$ cat config.mk
export PLATFORM = sky130hd
export DESIGN_NAME = fetch_unit
export DESIGN_NICKNAME = d
export VERILOG_FILES = /design/src/rtl/fetch_unit.sv
export SDC_FILE = /design/constraint.sdc
export NUM_CORES = 1
export LEC_CHECK = 0
export CAP_MARGIN = 30
export CORE_MARGIN = 5
export CORE_UTILIZATION = 45
export DETAILED_ROUTE_END_ITERATION = 16
export PLACE_DENSITY = 0.72
export SLEW_MARGIN = 40
export SYNTH_ARGS = -nofsm -noshare
export SYNTH_HDL_FRONTEND = slang
export SYNTH_SLANG_ARGS = --single-unit
$ cat constraint.sdc
create_clock -name CLK -period 3.8 [get_ports CLK]
set_input_delay 0.57 -clock CLK [delete_from_list [all_inputs] [get_ports CLK]]
set_output_delay 0.57 -clock CLK [all_outputs]
set_load 0.01 [all_outputs]
$ cat src/rtl/fetch_unit.sv
// ---------------------------------------------------------------------------
// fetch_unit
// Instruction-fetch stage: owns the program counter, drives the instruction
// memory read handshake and produces the IF/ID pipeline register. It handles
// redirects from branch/jump resolution, hazard stalls, multi-cycle memory
// waits, and a redirect that arrives while a fetch is still outstanding.
//
// Ports
//   CLK            in   system clock, rising edge
//   RESET          in   asynchronous active-low reset
//   B_PC           in   redirect target
//   BRANCH_SEL     in   redirect strobe, B_PC taken this cycle
//   STALL          in   hazard stall, holds PC and IF/ID
//   IMEM_READDATA  in   instruction word from memory
//   IMEM_BUSYWAIT  in   memory busy; data valid when read && !busywait
//   IMEM_ADDRESS   out  fetch address (the PC register)
//   IMEM_READ      out  read request
//   IFID_PC        out  PC of instruction in IF/ID
//   IFID_PC4       out  IFID_PC + 4
//   IFID_INSTR     out  instruction in IF/ID
//   IFID_VALID     out  IF/ID holds a real instruction
// ---------------------------------------------------------------------------
module fetch_unit #(
   parameter logic [31:0] RESET_PC  = 32'h0000_0000,
   parameter logic [31:0] NOP_INSTR = 32'h0000_0013
) (
   input  logic        CLK,
   input  logic        RESET,
   input  logic [31:0] B_PC,
   input  logic        BRANCH_SEL,
   input  logic        STALL,
   input  logic [31:0] IMEM_READDATA,
   input  logic        IMEM_BUSYWAIT,
   output logic [31:0] IMEM_ADDRESS,
   output logic        IMEM_READ,
   output logic [31:0] IFID_PC,
   output logic [31:0] IFID_PC4,
   output logic [31:0] IFID_INSTR,
   output logic        IFID_VALID
);

   localparam int unsigned XLEN = 32;
   localparam logic [XLEN-1:0] PC_STEP = XLEN'(4);

   typedef enum logic [1:0] {
      BOOT  = 2'd0,
      FETCH = 2'd1,
      DROP  = 2'd2
   } state_t;

   state_t            state;
   state_t            state_n;
   logic [XLEN-1:0]   pc;
   logic [XLEN-1:0]   pc_n;
   logic [XLEN-1:0]   pc_inc;
   logic [XLEN-1:0]   redirect_pc;
   logic [XLEN-1:0]   redirect_pc_n;
   logic [XLEN-1:0]   ifid_pc_n;
   logic [XLEN-1:0]   ifid_pc4_n;
   logic [XLEN-1:0]   ifid_instr_n;
   logic              ifid_valid_n;
   logic              read_n;

   // Sequential PC increment, wraps modulo 2^32
   assign pc_inc       = pc + PC_STEP;
   assign IMEM_ADDRESS = pc;

   // State, PC and IF/ID registers
   always_ff @(posedge CLK or negedge RESET) begin
      if (!RESET) begin
         state       <= BOOT;
         pc          <= RESET_PC;
         redirect_pc <= '0;
         IFID_PC     <= '0;
         IFID_PC4    <= '0;
         IFID_INSTR  <= NOP_INSTR;
         IFID_VALID  <= 1'b0;
         IMEM_READ   <= 1'b0;
      end else begin
         state       <= state_n;
         pc          <= pc_n;
         redirect_pc <= redirect_pc_n;
         IFID_PC     <= ifid_pc_n;
         IFID_PC4    <= ifid_pc4_n;
         IFID_INSTR  <= ifid_instr_n;
         IFID_VALID  <= ifid_valid_n;
         IMEM_READ   <= read_n;
      end
   end

   // Next-state, next-PC and next IF/ID
   always_comb begin
      state_n       = state;
      pc_n          = pc;
      redirect_pc_n = redirect_pc;
      ifid_pc_n     = IFID_PC;
      ifid_pc4_n    = IFID_PC4;
      ifid_instr_n  = IFID_INSTR;
      ifid_valid_n  = IFID_VALID;

      case (state)
         BOOT: begin
            state_n = FETCH;
         end

         FETCH: begin
            if (BRANCH_SEL) begin
               ifid_instr_n = NOP_INSTR;
               ifid_valid_n = 1'b0;
               if (!IMEM_BUSYWAIT) begin
                  pc_n = B_PC;
               end else begin
                  // Keep the address stable for the pending access
                  redirect_pc_n = B_PC;
                  state_n       = DROP;
               end
            end else if (STALL) begin
               // Hold everything; any returned data is re-fetched later
               pc_n = pc;
            end else if (IMEM_BUSYWAIT) begin
               ifid_instr_n = NOP_INSTR;
               ifid_valid_n = 1'b0;
            end else begin
               ifid_pc_n    = pc;
               ifid_pc4_n   = pc_inc;
               ifid_instr_n = IMEM_READDATA;
               ifid_valid_n = 1'b1;
               pc_n         = pc_inc;
            end
         end

         DROP: begin
            // Outstanding access will be discarded; newest redirect wins
            ifid_instr_n = NOP_INSTR;
            ifid_valid_n = 1'b0;
            if (BRANCH_SEL) begin
               redirect_pc_n = B_PC;
            end
            if (!IMEM_BUSYWAIT) begin
               pc_n    = BRANCH_SEL ? B_PC : redirect_pc;
               state_n = FETCH;
            end
         end

         default: begin
            state_n = BOOT;
         end
      endcase

      read_n = (state_n != BOOT);
   end

endmodule

# [Word-level counts from Yosys, hierarchy flattened]
# Index checks and enable logic that the tools add are counted.
[word_totals] ff_bits=164 wordCells=48
[op_classes] addsub=1 n_eq_ne=7 muxes=22 n_bitwise=3 reduce_logical=7
[ops] op="$mux W32" n=11
[ops] op="$pmux W32 S2" n=3
[ops] op="$add A32 B3 Y32 const B" n=1
[ops] op="$ne A2 B2 Y1 const B" n=4
[ops] op="$reduce_and A4 Y1" n=2
[ops] op="$mux W2" n=3
[ops] op="$pmux W2 S3" n=1
[ops] op="$reduce_bool A2 Y1" n=2
[ops] op="$mux W1" n=3
[ops] op="$ne A3 B3 Y1 const B" n=1
[ops] op="$not A1 Y1" n=3
[ops] op="$reduce_and A3 Y1" n=1
[ops] op="$eq A2 B1 Y1 const B" n=1
[ops] op="$eq A2 B2 Y1 const B" n=1
[ops] op="$logic_not A2 Y1" n=1
[ops] op="$pmux W1 S2" n=1
[ops] op="$reduce_and A2 Y1" n=1

# [Depth between registers and ports, before layout]
[logic_depth] depth_word=5 ltp_mapped=10 mapped_depth_nobuf=7

# [Least setup slack after synthesis]
# OpenSTA, ideal clock, no wires.
[synth_timing] kind="reg2reg" startpoint="reg state[0]" endpoint="reg IFID_INSTR[21]" setup_time_ps=65 arrival_time_ps=2010 slack_ps=1725 path_stages_with_launch=10 synth_period_minus_slack_ps=2075 cell_sequence="dfrtp_1 inv_1 ha_1 clkbuf_1 or2_2 clkbuf_1 nor3_1 buf_2 buf_2 a22o_1"
[synth_between] elab_chain_len=3 elab_cells_between_ends=6
[synth_lines] item="from (decl)" line_no="51" text="state_t state;"
[synth_lines] item="from (signal assigned)" line_no="80" text="state <= state_n;"
[synth_lines] item="$eq A2 B1 Y1 or $eq A2 B2 Y1 (tied branches)" line_no="101" text="case (state)"
[synth_lines] item="$ne A3 B3 Y1 (no line) or $reduce_bool A2 Y1 (tied branches)"
[synth_lines] item="$reduce_and A2 Y1 (no line)"
[synth_lines] item="to (signal assigned)" line_no="85" text="IFID_INSTR <= ifid_instr_n;"
[synth_lines] item="to (decl)" line_no="38" text="output logic [31:0] IFID_INSTR,"
# Parallel ways exist; a longest one is shown, timed or not.
# A chain may end at the register's enable or synchronous reset.

# [Final worst setup path]
[layout_timing] startpoint="reg state[0]" endpoint="reg pc[29] (netlist: IMEM_ADDRESS[29])"
[layout_between] elab_chain_len=3 elab_cells_between_ends=8
[layout_lines] item="$eq A2 B1 Y1 or $eq A2 B2 Y1 (tied branches)" line_no="101"
[layout_lines] item="$ne A3 B3 Y1 (no line) (tied with other cells)"
[layout_lines] item="$reduce_and A4 Y1 (no line)"
[layout_lines] item="to (signal assigned)" line_no="81" text="pc <= pc_n;"
[layout_lines] item="to (decl)" line_no="53" text="logic [XLEN-1:0] pc;"
# Parallel ways exist; a longest one is shown, timed or not.

==> flow_metrics.tcl <==
set metrics [dict create \
    synthToLayoutAreaGrowth_pct 36.9 \
    fin_cells 1123 \
    setup_tns_ns 0 \
    grt_pass1_wl_mm 34.6 \
    rsz0062_at_grt "false" \
    tightest_slew_ns 0.844 \
    hp-class "register to register" \
    p_seq_share_pct 38.4 \
    cp-startpoint "state[0]$_DFF_PN0_" \
    leakage_uw 0.00429 \
    power.share.clock_pct 19.2 \
    fin_crit_ns 2.91 \
    portBuffers 198 \
    ys_ff_latch 162 \
    ant_nets 0 \
    min_to "IFID_PC[17]$_DFFE_PN0P_" \
    synth.net_count 797 \
    final_layout_size_suffix_gt1_share_pct 9.81 \
    rr_startpoint "state[0]$_DFF_PN0_" \
    gp_congestion 0.818 \
    wl_met3_mm 1.82 \
    vias_per_cell 5.54 \
    syn_avg_cell_area_sq_um 10.2 \
    dieArea_sq_um 19100 \
    start_util_pct 46.2 \
    synth.most_common_cell "dfrtp_1" \
    clock_skew_ns 0.00752 \
    routed_wl_mm 21.1 \
    cts_max_level 4 \
    yosysTopAreaCell "dfrtp_1" \
    wl_met2_mm 10.0 \
    cts_tree "yes" \
    swShare_pct 36.3 \
    fmax_mhz 344 \
    start_kind "register" \
    ir_drop_v 0.000426 \
    synthTopCellsByArea "dfrtp_1, nand2_1, mux2_2" \
    synth_area_sq_um 7400 \
    cp.arrival_ns 3.19 \
    drc 0 \
    slowest_delay_ns 0.52 \
    nNetsFinal 969 \
    max-clock-path-buffers 2 \
    firstDrtPassIters 5 \
    fp.dieW_microns 138 \
    die_h_microns 138 \
    vias 6221 \
    rrSetupSlack_ns 0.89 \
    hpwl_mm 14.7 \
    worst_path_most_repeated_cell "buf_4" \
    grt_pass1_vias 6409 \
    core_area_sq_um 16000 \
    period_share_pct 76.5 \
    hold_depth 2 \
    clkSinkCount 162 \
    pwr-share-comb_pct 42.4 \
    intPower_uw 5300 \
    crit_fanout 30 \
    nFillCells 1304 \
    dr.first_iter.drc_count 562 \
    worstPathCellList "inv_1 > ha_1 > buf_4 > or2_2 > nor3_2 > buf_4 > nand2_1 > o311ai_0" \
    grt.total_usage_pct 22.1 \
    cts.clk_slew.worst_paths_ns 0.06 \
    setup_viol 0 \
    slew_violations 0 \
    min_from "IFID_PC[17]$_DFFE_PN0P_" \
    pin_count 199 \
    root_buffer "clkbuf_16" \
    ys_dominant_reg_cell "dfrtp_1" \
    grt_max_degree 101 \
    clk_latency_ns 0.42 \
    wire_per_inst_microns 18.8 \
    setup.worst_path.class "register to register" \
    r2r_end "IMEM_ADDRESS[29]$_DFFE_PN0P_" \
    ys_top_cells_by_count "dfrtp_1, nand2_1, o21ai_0" \
    worst_path_max_delay_cell "or2_2" \
    top_layer_used "met5" \
    crit_path_end_kind "register" \
    antennaDiodeCount 0 \
    synth-edff-count 0 \
    gr-total-overflow 0 \
    synth-seq-area-share_pct 54.8 \
    crit_required_ns 4.09 \
    synthCells 722 \
    dp.cells 1088 \
    async_reset_ff_share_pct 100 \
    met1_length_mm 8.97 \
    cts_resized 0 \
    numCtsBuffers 17 \
    p_sw_uw 3020 \
    num_rows 46 \
    power_density_nw_per_um2 822 \
    worstRegToRegCells 8 \
    max_slew_margin_pct 43.7 \
    status "finished clean" \
    antenna_found_initial 1 \
    yosysWarnings 0 \
    maxCapViolations 0 \
    hold_viol 0 \
    yosys.area.top_type_share_pct 53.8 \
    synth_cell_types 53 \
]
## worst max-delay path, delay by kind of cell (launching register included)
family,cells,cell delay [ns]
AO/OA/AOI/OAI,1,0.35
adder cells (fa/ha/maj),1,0.42
buffers and inverters,3,0.74
flip-flops,1,0.44
AND/OR/NAND/NOR,3,0.83
## power groups by stage
stage | Clock (uW) | Sequential, uW | Combinational (uW)
finish | 1600 | 3200 | 3530
detailed placement | 0 | 3210 | 3530
global placement | 0 | 3170 | 3450
global route | 1690 | 3320 | 3850
CTS | 1630 | 3200 | 3550
floorplan | 0 | 3210 | 1760
## worst max path at each step
stage,endpoint,cells after the start
6_report,IMEM_ADDRESS[29]$_DFFE_PN0P_,8
3_5_place_dp,IMEM_ADDRESS[29]$_DFFE_PN0P_,7
4_1_cts,IMEM_ADDRESS[29]$_DFFE_PN0P_,8
5_1_grt,IMEM_ADDRESS[29]$_DFFE_PN0P_,8
3_3_place_gp,IMEM_ADDRESS[1]$_DFFE_PN0P_,7
2_1_floorplan,IFID_INSTR[21]$_DFFE_PN0P_,9
## state kept, by name, indices dropped and copies added (netlist names)
signal,flops
IFID_INSTR,32
IFID_PC,32
IFID_PC4,30
IFID_VALID,1
IMEM_ADDRESS,32
IMEM_READ,1
redirect_pc,32
state,2
## cells by family after synthesis
| kind of cell | after synthesis | synth area share [%] |
|---|---|---|
| simple gates | 226 | 14.0 |
| xor+xnor | 27 | 3.20 |
| compound gates | 193 | 17.4 |
| mux | 35 | 5.29 |
| flops | 162 | 54.8 |
| fa+ha+maj | 6 | 1.01 |
| buf+inv | 73 | 4.26 |
## per-layer routing
layer / track usage [%] / vias to the layer above
li1: - / 2902
met1: 28.9 / 3019
met2: 35.3 / 269
met3: 7.76 / 29
met4: 5.82 / 2
met5: 0 / -
## timing repair
item                      in CTS  in global routing
hold buffers                   0                  1
hold endpoints to repair       0                 26
buffers inserted               0                  0
## cell usage in the layout, fill, tap and decap left out, drive strengths merged, types with 3 or more instances in the layout
cell type      count
a2bb2oi            3
a31oi              7
o22ai             13
buf               15
and4               6
nor2              19
a22oi              7
clkbuf            23
nand2            137
ha                 6
a222oi             4
o2bb2ai            8
clkdlybuf4s50    197
a211oi             4
or3                5
a22o              32
dfstp              3
o22a               6
nor4               3
nand3             11
nor2b              5
nor3              11
clkinv             3
o31a               5
xor2              11
xnor2             16
and3               8
dfrtp            159
and2               4
clkinvlp           4
mux2              33
a21oi             29
nand4             10
o21ai             62
inv               14
## cell type report
| class | instances | area [sq um] | share of cell area, % |
|---|---|---|---|
| tap | 216 | 270 | 2.67 |
| timing repair buffer | 213 | 2150 | 21.2 |
| inverter | 13 | 48.8 | 0.482 |
| sequential | 162 | 4060 | 40.1 |
| clock buffer | 23 | 468 | 4.62 |
| multi-input combinational | 487 | 3060 | 30.2 |
| clock inverter | 9 | 83.8 | 0.827 |
## stage by stage
| stage | power [uW] | worst slack (ns) | hold slack [ns] | area (sq um) | util [%] |
|---|---|---|---|---|---|
| 6_report | 8330 | 0.893 | 0.473 | 10100 | 63.3 |
| 5_1_grt | 8860 | 0.661 | 0.499 | 10100 | 63.3 |
| 4_1_cts | 8380 | 0.886 | 0.218 | 10100 | 63.0 |
| 3_5_place_dp | 6740 | 0.749 | 0.462 | 9520 | 59.5 |
| 3_3_place_gp | 6620 | 0.918 | 0.456 | 9520 | 59.5 |
| 2_1_floorplan | 4970 | 1.72 | 0.274 | 7400 | - |
Power figures use the tool's default switching activity.
